==> src/rtl/hazard_unit_pkg.sv <==
// Shared pipeline definitions for the hazard unit.
//   hz_state_e : hazard FSM state encoding (run, multicycle freeze, memory wait).
//   hz_ctrl_t  : pipeline control vector {pc_enable, if_id_enable, id_ex_enable,
//                id_ex_bubble, if_id_flush} and the fixed responses built from it.
//   load_use_hazard() : load-use detection between the EX load and the ID reader.
package hazard_unit_pkg;

    typedef enum logic [1:0] {
        StRun     = 2'd0,
        StMulti   = 2'd1,
        StMemWait = 2'd2
    } hz_state_e;

    typedef struct packed {
        logic pc_enable;
        logic if_id_enable;
        logic id_ex_enable;
        logic id_ex_bubble;
        logic if_id_flush;
    } hz_ctrl_t;

    localparam hz_ctrl_t CtrlNormal = '{pc_enable: 1'b1, if_id_enable: 1'b1, id_ex_enable: 1'b1,
                                        id_ex_bubble: 1'b0, if_id_flush: 1'b0};

    // Whole pipeline holds; nothing is squashed so no work is lost.
    localparam hz_ctrl_t CtrlFreeze = '{pc_enable: 1'b0, if_id_enable: 1'b0, id_ex_enable: 1'b0,
                                        id_ex_bubble: 1'b0, if_id_flush: 1'b0};

    // Wrong-path instructions in IF/ID and ID/EX are both replaced by NOPs.
    localparam hz_ctrl_t CtrlBranch = '{pc_enable: 1'b1, if_id_enable: 1'b1, id_ex_enable: 1'b1,
                                        id_ex_bubble: 1'b1, if_id_flush: 1'b1};

    // NOP control vector into ID/EX while the consumer waits in ID for the load.
    localparam hz_ctrl_t CtrlNop = '{pc_enable: 1'b0, if_id_enable: 1'b0, id_ex_enable: 1'b1,
                                     id_ex_bubble: 1'b1, if_id_flush: 1'b0};

    function automatic logic load_use_hazard(input logic       mem_read,
                                             input logic [4:0] rd,
                                             input logic [4:0] rs1,
                                             input logic [4:0] rs2,
                                             input logic       rs1_used,
                                             input logic       rs2_used);
        // x0 is hardwired to zero, so a load targeting it never creates a dependency.
        return mem_read && (rd != 5'd0) &&
               ((rs1_used && (rs1 == rd)) || (rs2_used && (rs2 == rd)));
    endfunction

endpackage

==> src/rtl/hazard_unit_sat_counter.sv <==
// Saturating up-counter with synchronous clear.
//   clk, reset (sync, active-low) ; clear : zero the count next cycle (wins over inc)
//   inc : add one unless already all-ones ; count : current value
module sat_counter #(
    parameter int unsigned Width = 8
) (
    input  logic             clk,
    input  logic             reset,
    input  logic             clear,
    input  logic             inc,
    output logic [Width-1:0] count
);

    logic [Width-1:0] count_q, count_d;

    always_comb begin
        count_d = count_q;
        if (clear) begin
            count_d = '0;
        end else if (inc && (count_q != '1)) begin
            count_d = count_q + Width'(1);
        end
    end

    always_ff @(posedge clk) begin
        if (!reset) begin
            count_q <= '0;
        end else begin
            count_q <= count_d;
        end
    end

    assign count = count_q;

endmodule

==> src/rtl/hazard_unit.sv <==
// Pipeline hazard unit: freezes on memory waits and multicycle EX ops, flushes on
// taken branches, and inserts a bubble on load-use dependencies.
//   clk, reset (sync, active-low)
//   id_ex_mem_read, id_ex_rd           : load in EX and its destination
//   if_id_rs1/rs2, rs1_used/rs2_used   : sources read by the instruction in ID
//   branch_taken                       : EX redirects fetch this cycle
//   mc_start, mc_latency               : multicycle EX op start and freeze length
//   mem_busy                           : data memory stall request
//   pc_enable, if_id_enable, id_ex_enable, id_ex_bubble, if_id_flush : pipeline control
//   stall_count                        : saturating count of cycles with pc_enable=0
//   timeout_err                        : sticky, set when mem_busy persists MEM_TIMEOUT cycles
module hazard_unit
    import hazard_unit_pkg::*;
#(
    parameter int unsigned STALL_CNT_W = 16,
    parameter int unsigned MEM_TIMEOUT = 255
) (
    input  logic                   clk,
    input  logic                   reset,
    input  logic                   id_ex_mem_read,
    input  logic [4:0]             id_ex_rd,
    input  logic [4:0]             if_id_rs1,
    input  logic [4:0]             if_id_rs2,
    input  logic                   rs1_used,
    input  logic                   rs2_used,
    input  logic                   branch_taken,
    input  logic                   mc_start,
    input  logic [5:0]             mc_latency,
    input  logic                   mem_busy,
    output logic                   pc_enable,
    output logic                   if_id_enable,
    output logic                   id_ex_enable,
    output logic                   id_ex_bubble,
    output logic                   if_id_flush,
    output logic [STALL_CNT_W-1:0] stall_count,
    output logic                   timeout_err
);

    hz_state_e  state_q, state_d;
    logic [5:0] mc_cnt_q, mc_cnt_d;
    logic       timeout_q, timeout_d;
    logic [7:0] wait_cnt;
    logic       mc_accept;
    logic       freeze;
    logic       load_use;
    hz_ctrl_t   ctrl;

    // A new multicycle op is only taken outside MULTI; a zero length is a no-op.
    assign mc_accept = (state_q != StMulti) && mc_start && (mc_latency != 6'd0);
    assign freeze    = mem_busy || (state_q == StMulti) || mc_accept;
    assign load_use  = load_use_hazard(id_ex_mem_read, id_ex_rd, if_id_rs1, if_id_rs2,
                                       rs1_used, rs2_used);

    always_comb begin
        if (freeze) begin
            ctrl = CtrlFreeze;
        end else if (branch_taken) begin
            ctrl = CtrlBranch;
        end else if (load_use) begin
            ctrl = CtrlNop;
        end else begin
            ctrl = CtrlNormal;
        end
    end

    assign pc_enable    = ctrl.pc_enable;
    assign if_id_enable = ctrl.if_id_enable;
    assign id_ex_enable = ctrl.id_ex_enable;
    assign id_ex_bubble = ctrl.id_ex_bubble;
    assign if_id_flush  = ctrl.if_id_flush;

    always_comb begin
        state_d  = state_q;
        mc_cnt_d = mc_cnt_q;
        unique case (state_q)
            StMulti: begin
                // Counts down even while memory is busy; the freeze covers both.
                mc_cnt_d = mc_cnt_q - 6'd1;
                if (mc_cnt_q == 6'd1) begin
                    state_d = mem_busy ? StMemWait : StRun;
                end
            end
            StRun, StMemWait: begin
                if (mc_accept && (mc_latency != 6'd1)) begin
                    // Start cycle is the first of N frozen cycles.
                    state_d  = StMulti;
                    mc_cnt_d = mc_latency - 6'd1;
                end else begin
                    state_d = mem_busy ? StMemWait : StRun;
                end
            end
            default: begin
                state_d  = StRun;
                mc_cnt_d = 6'd0;
            end
        endcase
    end

    // Sticky flag sets at the edge where wait_cnt becomes MEM_TIMEOUT.
    assign timeout_d = timeout_q || (mem_busy && (wait_cnt == 8'(MEM_TIMEOUT - 1)));

    always_ff @(posedge clk) begin
        if (!reset) begin
            state_q   <= StRun;
            mc_cnt_q  <= 6'd0;
            timeout_q <= 1'b0;
        end else begin
            state_q   <= state_d;
            mc_cnt_q  <= mc_cnt_d;
            timeout_q <= timeout_d;
        end
    end

    assign timeout_err = timeout_q;

    sat_counter #(
        .Width (STALL_CNT_W)
    ) u_stall_cnt (
        .clk   (clk),
        .reset (reset),
        .clear (1'b0),
        .inc   (~ctrl.pc_enable),
        .count (stall_count)
    );

    sat_counter #(
        .Width (8)
    ) u_wait_cnt (
        .clk   (clk),
        .reset (reset),
        .clear (~mem_busy),
        .inc   (mem_busy),
        .count (wait_cnt)
    );

endmodule

==> config.mk <==
export PLATFORM = sky130hd
export DESIGN_NAME = hazard_unit
export DESIGN_NICKNAME = d
export VERILOG_FILES = /design/src/rtl/hazard_unit_pkg.sv /design/src/rtl/hazard_unit_sat_counter.sv /design/src/rtl/hazard_unit.sv
export SDC_FILE = /design/constraint.sdc
export NUM_CORES = 1
export LEC_CHECK = 0
export CAP_MARGIN = 20
export CORE_AREA = 2 2 86 88
export CTS_CLUSTER_DIAMETER = 50
export CTS_CLUSTER_SIZE = 12
export DETAILED_ROUTE_END_ITERATION = 6
export DIE_AREA = 0 0 88 90
export PLACE_DENSITY = 0.53
export SYNTH_ARGS = -nofsm -noshare
export SYNTH_HDL_FRONTEND = slang
export SYNTH_SLANG_ARGS = --single-unit
==> constraint.sdc <==
create_clock -name clk -period 5.3 [get_ports clk]
set_input_delay 1.59 -clock clk [delete_from_list [all_inputs] [get_ports clk]]
set_output_delay 1.59 -clock clk [all_outputs]
set_load 0.01 [all_outputs]
# Word-level counts from Yosys, hierarchy flattened
# Index checks and enable logic that the tools add are counted.
totals:
  in_bits: 29
  romBits: 0
  reg_bits: 33
  ram_bits: 0
  n_memories: 0
  latchBits: 0
  word_cells: 50
op_classes:
  multipliers: 0
  n_eq_ne: 12
  div: 0
  order_cmp: 0
  n_mux: 9
  reduce_logical: 19
  shift: 0
  addsub: 4
  bitwise: 1
ops:
  columns: ["cell", "count"]
  rows:
  - ["adder 16 x 1 -> 16 bit (second input constant)", 1]
  - ["!= test 16 bit (second input constant)", 1]
  - ["2-to-1 mux 5 bit", 3]
  - ["one-hot mux 6 bit (2 select lines)", 1]
  - ["subtractor 6 x 1 -> 6 bit (second input constant)", 2]
  - ["== test 5 bit", 2]
  - ["logical AND 1 bit", 10]
  - ["adder 8 x 1 -> 8 bit (second input constant)", 1]
  - ["== test 8 bit (second input constant)", 1]
  - ["!= test 8 bit (second input constant)", 1]
  - ["== test 6 x 1 -> 1 bit (second input constant)", 1]
  - ["2-to-1 mux 2 bit", 3]
  - ["2-to-1 mux 6 bit", 1]
  - ["!= test 6 x 1 -> 1 bit (second input constant)", 1]
  - ["nonzero test 6 bit", 1]
  - ["nonzero test 5 bit", 1]
  - ["logical OR 1 bit", 4]
  - ["!= test 2 x 1 -> 1 bit (second input constant)", 2]
  - ["one-hot mux 2 bit (2 select lines)", 1]
  - ["== test 2 x 1 -> 1 bit (second input constant)", 1]
  - ["== test 2 bit (second input constant)", 1]
  - ["logical NOT 2 bit", 1]
  - ["!= test 2 bit (second input constant)", 1]
  - ["AND reduction 2 bit", 1]
  - ["2 further kinds", 2]

# Logic depth before layout (Yosys ltp)
# Gate-level depths: netlist of the first run.
logic_depth:
  word_depth: 9
  ltp_mapped: 9
  mapped_depth_nobuf: 8

# Modules after synthesis
# From an unflattened synthesis of the first run, not the netlist that was laid out.
unflattened:
  hier_cells: 243
  hier_area_um2: 2138.3
modules_own_cells:
  columns: ["mod", "n_inst", "seq_area_each_um2", "area_each_um2", "cells_per_inst"]
  rows:
  - ["sat_counter at u_stall_cnt", 1, 320.3, 864.6, 91]
  - ["hazard_unit", 1, 180.2, 852.1, 106]
  - ["sat_counter at u_wait_cnt", 1, 160.2, 421.7, 46]

# Worst setup path after synthesis of the first run
# No wires, ideal clock.
synth_path:
  path_type: "input -> output"
  start: "in mc_latency[2]"
  end: "out pc_enable"
  required_time_ns: 3.710
  path_slack_ns: 0.840
  t_arrival_ns: 2.870
  path_stages: 5
  n_path_buf: 1
  path_cell_list: "or3_4 o31ai_2 and2_1 a21boi_2 buf_4"
synth_via:
  elab_chain_cells: 4
synth_lines:
  columns: ["item", "line_no", "source"]
  rows:
  - ["start: declaration", "hazard_unit.sv:28", "input logic [5:0] mc_latency,"]
  - ["nonzero test 6 bit", "hazard_unit.sv:49", "assign mc_accept = (state_q != StMulti) && mc_start && (mc_latency != 6'd0);"]
  - ["logical AND 1 bit", "hazard_unit.sv:49", null]
  - ["logical OR 1 bit", "hazard_unit.sv:50", "assign freeze = mem_busy || (state_q == StMulti) || mc_accept;"]
  - ["2-to-1 mux 5 bit", "hazard_unit.sv:55", "if (freeze) begin"]
  - ["end: declaration", "hazard_unit.sv:30", "output logic pc_enable,"]
# No other way between the ends.

# Worst setup path after layout of the first run
layout_path:
  start: "in mc_latency[2]"
  end: "out if_id_enable"
layout_via:
  elab_chain_cells: 4
layout_lines:
  columns: ["item", "line_no", "source"]
  rows:
  - ["nonzero test 6 bit", "hazard_unit.sv:49", null]
  - ["logical AND 1 bit", "hazard_unit.sv:49", null]
  - ["logical OR 1 bit", "hazard_unit.sv:50", null]
  - ["2-to-1 mux 5 bit", "hazard_unit.sv:55", null]
  - ["end: declaration", "hazard_unit.sv:31", "output logic if_id_enable,"]
# No other way between the ends.

==> implementation parameters, run 1 <==
Parameter                              Value

Outcome
  Status    completed

Critical path
  Arrival time worst endpoint    between 3 and 4 ns
  Reg-to-Reg Start    u_stall_cnt.count[0]$_SDFFE_PN0P_
  Beginning of the critical path    mc_latency[2]
  Type of the worst setup path    in -> out
  Largest fanout on the critical path    3
  Kind of launch point of the worst setup path    primary input
  Depth of the worst register-to-register path    7
  Required time reported for the critical path endpoint    around 3.7 ns
  CP endpoint kind    primary output

STA
  Maximum clock rate    about 190 MHz
  Final critical-path share of the clock period    between 90% and 100%
  Post-layout min period    between 5 and 6 ns
  Worst rel slew slack    between 40 and 50%
  Final setup TNS    0 ns
  Worst-Margin Slew    just under 0.8 ns
  Endpoints failing hold    0
  Final Max Slew Viols    0
  Count of endpoints failing setup in the final report    0
  Fin Clk Skew    between 0.01 and 0.015 ns

Floorplan
  Row Count    31
  Die extent in y    approximately 90 µm
  Initial core utilization    around 29%
  Overall die width    roughly 88 µm
  Area of the core    around 7000 µm²
  Area of the die    ~8000 µm²
  Number of top-level pins    between 50 and 60

Yosys
  Gate count of the mapped netlist    233
  Synthesis warning total    0
  Synth Cell Area    a little over 2000 µm²
  Most instantiated flip-flop cell in the synthesis netlist    sky130_fd_sc_hd__dfxtp_1
  Proportion of synthesized chip area in sequential cells    about a third
  Synth unique cells    51
  Register bit total from synthesis    33
  Post-synthesis net count    roughly 270
  Average cell area after synthesis    a little under 9 µm²
  EDFF count, synth    0
  Ys async rst share    0%

Place
  Global placement routability congestion    0.797
  Port Buf Inserts    50
  Instance area at placement    ~2700 µm²
  Detailed placement HPWL    around 3500 µm

CTS
  Maximum level of the CTS H-tree    2
  Clock transition time at the flip-flop clock pins of the worst setup and hold paths    0.06 ns
  CTS tree    done
  Maximum root-to-sink buffer count    2
  Skew-Pair Late Insertion Delay    about 0.28 ns
  Clock root buffer    sky130_fd_sc_hd__clkbuf_8
  Number of buffers added for setup after CTS    0
  TritonCTS Buffers    5
  Hold-fix buffers at CTS    0
  Clk sinks    33

Finish
  Layout Cell Area excl Fill    between 2000 and 3000 µm²
  Number of filler instances in the final layout    between 700 and 800
  Count of inserted antenna diode cells    0
  Synth-to-layout area growth    36.6%
  Net count of the finished layout    328
  Layout cell share with drive strength beyond 1    9.59%
  Commonest non-fill, non-tap cell in the layout    sky130_fd_sc_hd__clkdlybuf4s50_1
  Top library cells by usage in the layout, fill and taps aside    sky130_fd_sc_hd__clkdlybuf4s50_1, sky130_fd_sc_hd__dfxtp_1, sky130_fd_sc_hd__xnor2_1

Min path
  Type of the worst min-delay path    reg -> reg
  Beginning of the worst hold path    mc_cnt_q[4]$_SDFFE_PN0P_
  Hold Crit Depth    2

Global routing
  Aggregate global routing overflow    0
  Via count of the first global-routing pass    between 1500 and 2000
  Antenna violations before repair    0
  Global-route wire length before repair    between 7000 and 8000 µm
  Maximum number of pins on one net before global-route repair    28
  Total global routing track utilization    between 10% and 20%

Pwr
  PD cells    210 nW/µm²
  Leakage component of the power    roughly 0.96 nW
  Peak VDD IR    0.104 mV

Route
  Wire length per cell    11.8 µm
  Wire length after detailed routing    between 4000 and 5000 µm
  Post-route DRC    0
  Antenna-violating nets left    0
  Overall via count from detail_route    1869
  Number of DRC violations after detailed-routing iteration 0    96
  Average via count per standard cell    4.78
  First-pass detailed-route iteration total    4

Flow run
  Max-cap viol count    0
==> routing by layer <==
layer	vias up	GRT usage (%)	wire length, µm
met3	2	2.94	274
met1	862	15.9	2240
met2	42	18.6	2070
met5	-	0	0
li1	963	-	-
met4	0	2.69	27
==> what timing repair did <==
action | CTS | global route
endpoints found under the setup margin | 0 | 2
hold endpoints to repair | 0 | 0
gates resized for setup | 0 | 2
==> layout make-up <==
| cell class | count | area, µm² | share of cell area (%) |
|---|---|---|---|
| Tap cell | 99 | 124 | 4.49 |
| Timing Repair Buffer | 60 | 578 | 21.0 |
| Clock buffer | 7 | 86.3 | 3.13 |
| Inverter | 8 | 30.0 | 1.09 |
| Sequential cell | 33 | 661 | 23.9 |
| Multi-Input combinational cell | 184 | 1280 | 46.4 |
==> cell families (layout without fill, tap and decap cells) <==
logic type                 after synthesis  count (layout)  share of synthesized area, %
buffers and inverters                   16              75                          4.03
AOI/OAI and AO/OA                       59              59                          22.2
xor gates and xnor gates                22              22                          9.54
DFF                                     33              33                          32.7
muxes                                    1               1                         0.496
and+or+nand+nor                         95              95                          26.6
adders and majority gates                7               7                          4.34
==> flip-flops by register name, summed over array words and instances (netlist names) <==
name / flops
u_stall_cnt.count: 16
timeout_err: 1
u_wait_cnt.count: 8
state_q: 2
mc_cnt_q: 6
==> path summary, 6_finish.rpt <==
check	to	slack [ns]
setup / recovery	if_id_enable	0.12
hold / removal	mc_cnt_q[4]$_SDFFE_PN0P_	0.49
setup reg to reg	u_stall_cnt.count[15]$_SDFFE_PN0P_	3.01
hold reg to reg	mc_cnt_q[4]$_SDFFE_PN0P_	0.49
==> critical path, cell delays in order <==
cell and delay [ns]:
sky130_fd_sc_hd__clkdlybuf4s50_1 0.42, sky130_fd_sc_hd__or3_4 0.40, sky130_fd_sc_hd__o31ai_2 0.24, sky130_fd_sc_hd__and2_4 0.20
sky130_fd_sc_hd__a21boi_2 0.19, sky130_fd_sc_hd__clkdlybuf4s50_1 0.55
==> power breakdown <==
group	switching [W]	internal (W)	total, W
combinational	0.0000533	0.0000666	0.000120
clock	0.0000838	0.000103	0.000187
sequential	0.0000138	0.000258	0.000272
total	0.000151	0.000428	0.000578
==> cells in the mapped netlist, types with 3 or more instances <==
cell / instances / area (µm²)
sky130_fd_sc_hd__dfxtp_1: 33 / 661
sky130_fd_sc_hd__xnor2_1: 17 / 149
sky130_fd_sc_hd__nor2_1: 16 / 60.1
sky130_fd_sc_hd__nand2_1: 15 / 56.3
sky130_fd_sc_hd__a21boi_1: 13 / 97.6
sky130_fd_sc_hd__or3_1: 11 / 68.8
sky130_fd_sc_hd__nand3_1: 10 / 50.1
sky130_fd_sc_hd__o21ai_0: 9 / 45.0
sky130_fd_sc_hd__inv_1: 8 / 30.0
sky130_fd_sc_hd__nand4_1: 8 / 50.1
sky130_fd_sc_hd__ha_1: 7 / 87.6
sky130_fd_sc_hd__nor2b_1: 7 / 43.8
sky130_fd_sc_hd__o21ai_1: 7 / 35.0
sky130_fd_sc_hd__nor3_1: 5 / 25.0
sky130_fd_sc_hd__xor2_1: 5 / 43.8
sky130_fd_sc_hd__and2_1: 4 / 25.0
sky130_fd_sc_hd__and3_1: 4 / 25.0
sky130_fd_sc_hd__or4_1: 4 / 30.0
sky130_fd_sc_hd__a21oi_1: 3 / 15.0
sky130_fd_sc_hd__a22oi_1: 3 / 22.5
sky130_fd_sc_hd__and4_1: 3 / 26.3
sky130_fd_sc_hd__clkbuf_1: 3 / 11.3
sky130_fd_sc_hd__o31ai_1: 3 / 22.5
==> through the flow <==
| stage | total power (W) | utilization (%) | cells | hold slack, ns | setup slack, ns |
|---|---|---|---|---|---|
| finish | 0.000578 | 39.3 | 391 | 0.494 | 0.116 |
| global route | 0.000614 | 39.3 | 391 | 0.545 | -0.00234 |
| CTS | 0.000588 | 39.2 | 391 | 0.498 | 0.0581 |
| detailed placement | 0.000398 | 38.0 | 384 | 0.490 | 0.0620 |
| global placement | 0.000397 | 38.0 | 384 | 0.478 | 0.106 |
| floorplan | 0.000344 | - | 233 | 0.458 | 0.840 |
Power figures use the tool's default switching activity.
==> run 2: changes to the inputs <==
- CORE_AREA: 2 2 86 88 -> 2 2 90 83
- DIE_AREA: 0 0 88 90 -> 0 0 92 85
- PLACE_DENSITY: 0.53 -> 0.54
- clock period: 5.3 -> 5.6 ns (I/O delays scaled with it)
==> implementation parameters, run 2 (synthesized netlist as in run 1, its figures left out) <==
Parameter                              Value

Outcome
  Status    completed (unchanged)

STA
  RSZ-0062 raised after global routing    false
  Maximum clock rate    185 MHz
  Final setup TNS    0 ns (unchanged)
  Post-layout min period    about 5.4 ns
  Worst-Margin Slew    0.598 ns (was 0.782 ns)
  Final critical-path share of the clock period    a little over nine tenths
  Count of endpoints failing setup in the final report    0 (unchanged)
  Final Max Slew Viols    0 (unchanged)
  Worst rel slew slack    60.0% (was 47.7%)
  Endpoints failing hold    0 (unchanged)
  Fin Clk Skew    0.00806 ns (was 0.0135 ns)

Route
  Average via count per standard cell    4.80 (was 4.78)
  Post-route DRC    0 (unchanged)
  Antenna-violating nets left    0 (unchanged)
  Wire length after detailed routing    4520 µm (was 4600 µm)
  Number of DRC violations after detailed-routing iteration 0    119 (was 96)
  First-pass detailed-route iteration total    4 (unchanged)
  Overall via count from detail_route    1827 (was 1869)
  Wire length per cell    11.9 µm (was 11.8 µm)

Floorplan
  Area of the die    7820 µm² (was 7920 µm²)
  Row Count    29 (was 31)
  Number of top-level pins    51 (unchanged)
  Overall die width    92 µm (was 88 µm)
  Die extent in y    85 µm (was 90 µm)
  Area of the core    6890 µm² (was 7020 µm²)
  Initial core utilization    29.3% (was 28.8%)

CTS
  TritonCTS Buffers    5 (unchanged)
  Maximum level of the CTS H-tree    2 (unchanged)
  Skew-Pair Late Insertion Delay    0.28 ns (about the same)
  Clock root buffer    sky130_fd_sc_hd__clkbuf_8 (unchanged)
  CTS tree    done (unchanged)
  Clk sinks    33 (unchanged)
  Clock transition time at the flip-flop clock pins of the worst setup and hold paths    0.07 ns (was 0.06 ns)
  Maximum root-to-sink buffer count    2 (unchanged)
  Number of buffers added for setup after CTS    0 (unchanged)

Critical path
  Minimum setup slack among reg-to-reg paths    3.29 ns (was 3.01 ns)
  Critical-path cell list    clkdlybuf4s50_1 > inv_1 > ha_1 > inv_1 > o31ai_4 > and2_4 > a21boi_2 > clkdlybuf4s50_1 (was clkdlybuf4s50_1 > or3_4 > o31ai_2 > and2_4 > a21boi_2 > clkdlybuf4s50_1)
  Slowest cell on the critical path    sky130_fd_sc_hd__clkdlybuf4s50_1 (unchanged)
  Required time reported for the critical path endpoint    3.92 ns (was 3.71 ns)
  Reg-to-Reg Start    u_stall_cnt.count[0]$_SDFFE_PN0P_ (unchanged)
  CP endpoint kind    primary output (unchanged)
  Largest fanout on the critical path    3 (unchanged)
  Worst R2R End    u_stall_cnt.count[15]$_SDFFE_PN0P_ (unchanged)
  Type of the worst setup path    in -> out (unchanged)
  Depth of the worst register-to-register path    7 (unchanged)
  Arrival time worst endpoint    3.73 ns (was 3.59 ns)
  Delay of the slowest cell on the worst path    0.56 ns (was 0.55 ns)
  Kind of launch point of the worst setup path    primary input (unchanged)
  Cell type group with the largest total delay on the critical path    buffers and inverters (unchanged)
  Buffers & Inverters on Critical Path    4 (was 2)

Global routing
  Via count of the first global-routing pass    1687 (was 1730)
  Global-route wire length before repair    7530 µm (was 7760 µm)
  Antenna violations before repair    0 (unchanged)
  Maximum number of pins on one net before global-route repair    28 (unchanged)
  Total global routing track utilization    11.5% (was 11.7%)
  Aggregate global routing overflow    0 (unchanged)

Place
  Instance area at placement    2620 µm² (was 2670 µm²)
  Detailed placement HPWL    3310 µm (was 3450 µm)
  Global placement routability congestion    0.780 (was 0.797)
  Port Buf Inserts    50 (unchanged)

Finish
  Max reg flops    16 (unchanged)
  Synth-to-layout area growth    34.5% (was 36.6%)
  Layout Cell Area excl Fill    2720 µm² (was 2760 µm²)
  Commonest non-fill, non-tap cell in the layout    sky130_fd_sc_hd__clkdlybuf4s50_1 (unchanged)
  Count of inserted antenna diode cells    0 (unchanged)
  Top library cells by usage in the layout, fill and taps aside    sky130_fd_sc_hd__clkdlybuf4s50_1, sky130_fd_sc_hd__dfxtp_1, sky130_fd_sc_hd__xnor2_1 (unchanged)
  Post-Route Utilization    39.4% (was 39.3%)
  Layout cell share with drive strength beyond 1    8.33% (was 9.59%)
  Net count of the finished layout    323 (was 328)

Pwr
  Peak VDD IR    0.105 mV (was 0.104 mV)
  PD cells    199 nW/µm² (was 210 nW/µm²)
  Leakage component of the power    0.926 nW (was 0.964 nW)

Min path
  End point of the worst hold path    mc_cnt_q[4]$_SDFFE_PN0P_ (unchanged)
  Beginning of the worst hold path    mc_cnt_q[4]$_SDFFE_PN0P_ (unchanged)
  Hold Crit Depth    2 (unchanged)
  Type of the worst min-delay path    reg -> reg (unchanged)

Flow run
  Max-cap viol count    0 (unchanged)
[run 2: changes by cell type in the layout (fill, tap and decap cells not counted), sizes merged]
cell,previous run,this run
clkdlybuf4s50,49,50
dlymetal6s2s,1,0
buf,10,5
clkbuf,7,6
clkinv,0,2
[run 2: worst max path at each step]
stage	startpoint	end	depth (start not counted)
final	mc_latency[1]	pc_enable	8
after global routing	mc_latency[1]	pc_enable	8
after CTS	mc_latency[1]	if_id_enable	8
after detailed placement	mc_latency[1]	if_id_enable	8
after global placement	mc_latency[1]	if_id_enable	8
after floorplan	mc_latency[2]	pc_enable	5
[run 2: area by class of cell]
class | count | area, µm²
fillers | 696 | 4180
multi-input cells | 184 | 1290
flip-flops and latches | 33 | 661
repair buffers | 55 | 538
well taps | 93 | 116
clock buffers | 6 | 72.6
inverters | 8 | 30.0
clock inverters | 2 | 10.0
[run 2: power by group]
group          switching (W)  total [W]  internal, W
Sequential         0.0000128   0.000257     0.000244
Clock              0.0000873   0.000173    0.0000861
Combinational      0.0000495   0.000111    0.0000611
Total               0.000150   0.000541     0.000391
[run 2: what timing repair did]
item                       in CTS  in global routing
hold buffers                    0                  0
resized for setup               0                  2
setup endpoints to repair       0                  2
hold endpoints to repair        0                  0
[run 2: layer usage]
metal  vias to the layer above  routed length, µm  track usage (%)
li1                        961                  -                -
met1                       832               2230             14.7
met2                        28               2040             19.1
met3                         6                199             3.02
met4                         0                 49             3.66
met5                         -                  0                0
[run 2: tightest hold or removal path, stage by stage, from the launching register on]
cell and delay, ns:
sky130_fd_sc_hd__dfxtp_1 0.31, sky130_fd_sc_hd__o21ai_1 0.07, sky130_fd_sc_hd__a21boi_1 0.06
[run 2: stage by stage]
step                      power, W  setup WS [ns]  hold slack [ns]  cells
after floorplan           0.000326          0.960            0.458    233
after global placement    0.000373          0.129            0.476    373
after detailed placement  0.000373         0.0951            0.482    373
after CTS                 0.000548         0.0840            0.499    381
after global routing      0.000573         0.0249            0.512    381
final                     0.000541          0.191            0.494    381
==> run 3: changes to the inputs <==
- CELL_PAD_IN_SITES_DETAIL_PLACEMENT: default -> 0
- CELL_PAD_IN_SITES_GLOBAL_PLACEMENT: default -> 1
- PLACE_DENSITY: 0.54 -> 0.68
==> implementation parameters, run 3 (synthesized netlist as in run 1, its figures left out) <==
Parameter                              Value

Floorplan
  Initial core utilization    29.3% (unchanged)
  Number of top-level pins    51 (unchanged)
  Overall die width    92 µm (unchanged)
  Die extent in y    85 µm (unchanged)
  Row Count    29 (unchanged)
  Area of the die    7820 µm² (unchanged)
  Area of the core    6890 µm² (unchanged)

Place
  Inst Count DP    372 (was 373)
  Port Buf Inserts    50 (unchanged)
  Global placement routability congestion    0.762 (was 0.780)
  Detailed placement HPWL    3330 µm (was 3310 µm)

Critical path
  Kind of launch point of the worst setup path    primary input (unchanged)
  Buffers & Inverters on Critical Path    2 (was 4)
  Critical-path cell list    clkdlybuf4s50_1 > or3_4 > o31ai_4 > and2_1 > a21boi_2 > clkdlybuf4s50_1 (was clkdlybuf4s50_1 > inv_1 > ha_1 > inv_1 > o31ai_4 > and2_4 > a21boi_2 > clkdlybuf4s50_1)
  Worst R2R End    u_stall_cnt.count[15]$_SDFFE_PN0P_ (unchanged)
  Depth of the worst register-to-register path    7 (unchanged)
  Cell type group with the largest total delay on the critical path    buffers and inverters (unchanged)
  Cell repeated most along the worst path    sky130_fd_sc_hd__clkdlybuf4s50_1
  CP endpoint kind    primary output (unchanged)
  Required time reported for the critical path endpoint    3.92 ns (about the same)
  Minimum setup slack among reg-to-reg paths    3.32 ns (was 3.29 ns)
  Arrival time worst endpoint    3.76 ns (was 3.73 ns)
  Delay of the slowest cell on the worst path    0.57 ns (was 0.56 ns)
  Reg-to-Reg Start    u_stall_cnt.count[0]$_SDFFE_PN0P_ (unchanged)
  Largest fanout on the critical path    4 (was 3)
  Slowest cell on the critical path    sky130_fd_sc_hd__clkdlybuf4s50_1 (unchanged)
  Type of the worst setup path    in -> out (unchanged)

Finish
  Number of filler instances in the final layout    712 (was 696)
  Synth-to-layout area growth    34.2% (was 34.5%)
  Number of non-filler instances in the completed layout    379 (was 381)
  Max reg flops    16 (unchanged)
  FF+latch area    661 µm² (unchanged)
  Net count of the finished layout    322 (was 323)
  Commonest non-fill, non-tap cell in the layout    sky130_fd_sc_hd__clkdlybuf4s50_1 (unchanged)
  Layout cell share with drive strength beyond 1    7.34% (was 8.33%)
  Count of inserted antenna diode cells    0 (unchanged)
  Top library cells by usage in the layout, fill and taps aside    sky130_fd_sc_hd__clkdlybuf4s50_1, sky130_fd_sc_hd__dfxtp_1, sky130_fd_sc_hd__xnor2_1 (unchanged)
  Multi-input gate area    1290 µm² (about the same)

Route
  First-pass detailed-route iteration total    4 (unchanged)
  Post-route DRC    0 (unchanged)
  Average via count per standard cell    4.93 (was 4.80)
  Number of DRC violations after detailed-routing iteration 0    67 (was 119)
  Antenna-violating nets left    0 (unchanged)
  Wire length after detailed routing    4570 µm (was 4520 µm)
  Overall via count from detail_route    1867 (was 1827)
  Wire length per cell    12.1 µm (was 11.9 µm)

STA
  RSZ-0062 raised after global routing    false (unchanged)
  Endpoints failing hold    0 (unchanged)
  Worst-Margin Slew    0.603 ns (was 0.598 ns)
  Count of endpoints failing setup in the final report    0 (unchanged)
  Final setup TNS    0 ns (unchanged)
  Final critical-path share of the clock period    97.2% (was 96.6%)
  Maximum clock rate    184 MHz (was 185 MHz)
  Fin Clk Skew    0.00398 ns (was 0.00806 ns)
  Worst rel slew slack    59.7% (was 60.0%)
  Final Max Slew Viols    0 (unchanged)
  Post-layout min period    5.44 ns (was 5.41 ns)

CTS
  Clock root buffer    sky130_fd_sc_hd__clkbuf_8 (unchanged)
  TritonCTS Buffers    5 (unchanged)
  Maximum root-to-sink buffer count    2 (unchanged)
  CTS tree    done (unchanged)
  Clk sinks    33 (unchanged)
  Hold-fix buffers at CTS    0 (unchanged)
  Clock transition time at the flip-flop clock pins of the worst setup and hold paths    0.06 ns (was 0.07 ns)
  Skew-Pair Late Insertion Delay    0.27 ns (was 0.28 ns)
  Maximum level of the CTS H-tree    2 (unchanged)

Min path
  Type of the worst min-delay path    reg -> reg (unchanged)
  End point of the worst hold path    mc_cnt_q[4]$_SDFFE_PN0P_ (unchanged)
  Hold Crit Depth    2 (unchanged)
  Beginning of the worst hold path    mc_cnt_q[4]$_SDFFE_PN0P_ (unchanged)

Pwr
  Sw Ratio    26.4% (was 27.7%)
  Peak VDD IR    0.0931 mV (was 0.105 mV)
  Leakage component of the power    0.919 nW (was 0.926 nW)
  Switching power summed over all nets    0.000144 W (was 0.000150 W)
  Clock network power share    32.8% (was 32.1%)
  Total internal power    0.000402 W (was 0.000391 W)
  PD cells    202 nW/µm² (was 199 nW/µm²)
  Logic pwr share    20.2% (was 20.5%)
  Portion of total power attributed to sequential cells    47.0% (was 47.5%)

Global routing
  Global routing usage on met3    3.29% (was 3.02%)
  Total global routing track utilization    11.8% (was 11.5%)
  Aggregate global routing overflow    0 (unchanged)
  Via count of the first global-routing pass    1736 (was 1687)
  Maximum number of pins on one net before global-route repair    28 (unchanged)
  Global-route wire length before repair    7670 µm (was 7530 µm)
  Busiest grt layer    met2 (unchanged)
  Met1 usage in global routing    15.6% (was 14.7%)
  Antenna violations before repair    0 (unchanged)
  Global routing met2 resource utilization    19.0% (was 19.1%)

Flow run
  Max-cap viol count    0 (unchanged)

Outcome
  Status    completed (unchanged)
[run 3: per-layer routing]
layer  vias up  wire length (µm)  part of all wire [%]
met5         -                 0                     0
met1       859              2280                    50
met2        46              1980                    43
li1        958                 -                     -
met4         0                33                  0.72
met3         4               272                   6.0
[run 3: how the worst max path moves through the flow]
stage                       start  slack, ns        end  depth (start not counted)
global placement    mc_latency[2]       0.12  pc_enable                          6
detailed placement  mc_latency[2]       0.06  pc_enable                          6
CTS                 mc_latency[2]       0.06  pc_enable                          6
global route        mc_latency[1]       0.04  pc_enable                          8
floorplan           mc_latency[2]       0.96  pc_enable                          5
finish              mc_latency[2]       0.16  pc_enable                          6
[run 3: repair_timing]
action | in CTS | in global routing
setup endpoints to repair | 0 | 2
gates resized for setup | 0 | 1
buffers inserted | 0 | 0
[run 3: cell type report]
type                            instances  area share, %
Inverter                                8           1.11
Multi-Input combinational cell        184           47.5
Clock buffer                            7           3.19
Sequential cell                        33           24.4
Timing Repair Buffer                   54           19.6
Tap cell                               93           4.29
[run 3: worst reg2reg max path: stages, from the launching register on]
cell and delay [ns]:
sky130_fd_sc_hd__dfxtp_1 0.38, sky130_fd_sc_hd__ha_1 0.27, sky130_fd_sc_hd__and2_1 0.18, sky130_fd_sc_hd__and4_4 0.20
sky130_fd_sc_hd__a211oi_4 0.27, sky130_fd_sc_hd__a21oi_4 0.20, sky130_fd_sc_hd__or4_1 0.49, sky130_fd_sc_hd__and3_1 0.18
[run 3: power groups by stage]
stage / logic (W) / clock network (W) / registers, W
4_1_cts: 0.000111 / 0.000188 / 0.000257
6_report: 0.000110 / 0.000179 / 0.000257
2_1_floorplan: 0.0000667 / 0 / 0.000259
5_1_grt: 0.000123 / 0.000197 / 0.000259
3_5_place_dp: 0.000110 / 0 / 0.000262
3_3_place_gp: 0.000110 / 0 / 0.000263
[run 3: through the flow]
stage | power, W | instance area [µm²] | hold slack, ns | util, % | setup WS (ns)
after floorplan | 0.000326 | 2020 | 0.458 | - | 0.960
after global routing | 0.000580 | 2710 | 0.538 | 39.3 | 0.0424
after CTS | 0.000556 | 2700 | 0.498 | 39.2 | 0.0550
after global placement | 0.000373 | 2620 | 0.485 | 37.9 | 0.116
final | 0.000546 | 2710 | 0.491 | 39.3 | 0.155
after detailed placement | 0.000373 | 2620 | 0.486 | 37.9 | 0.0579
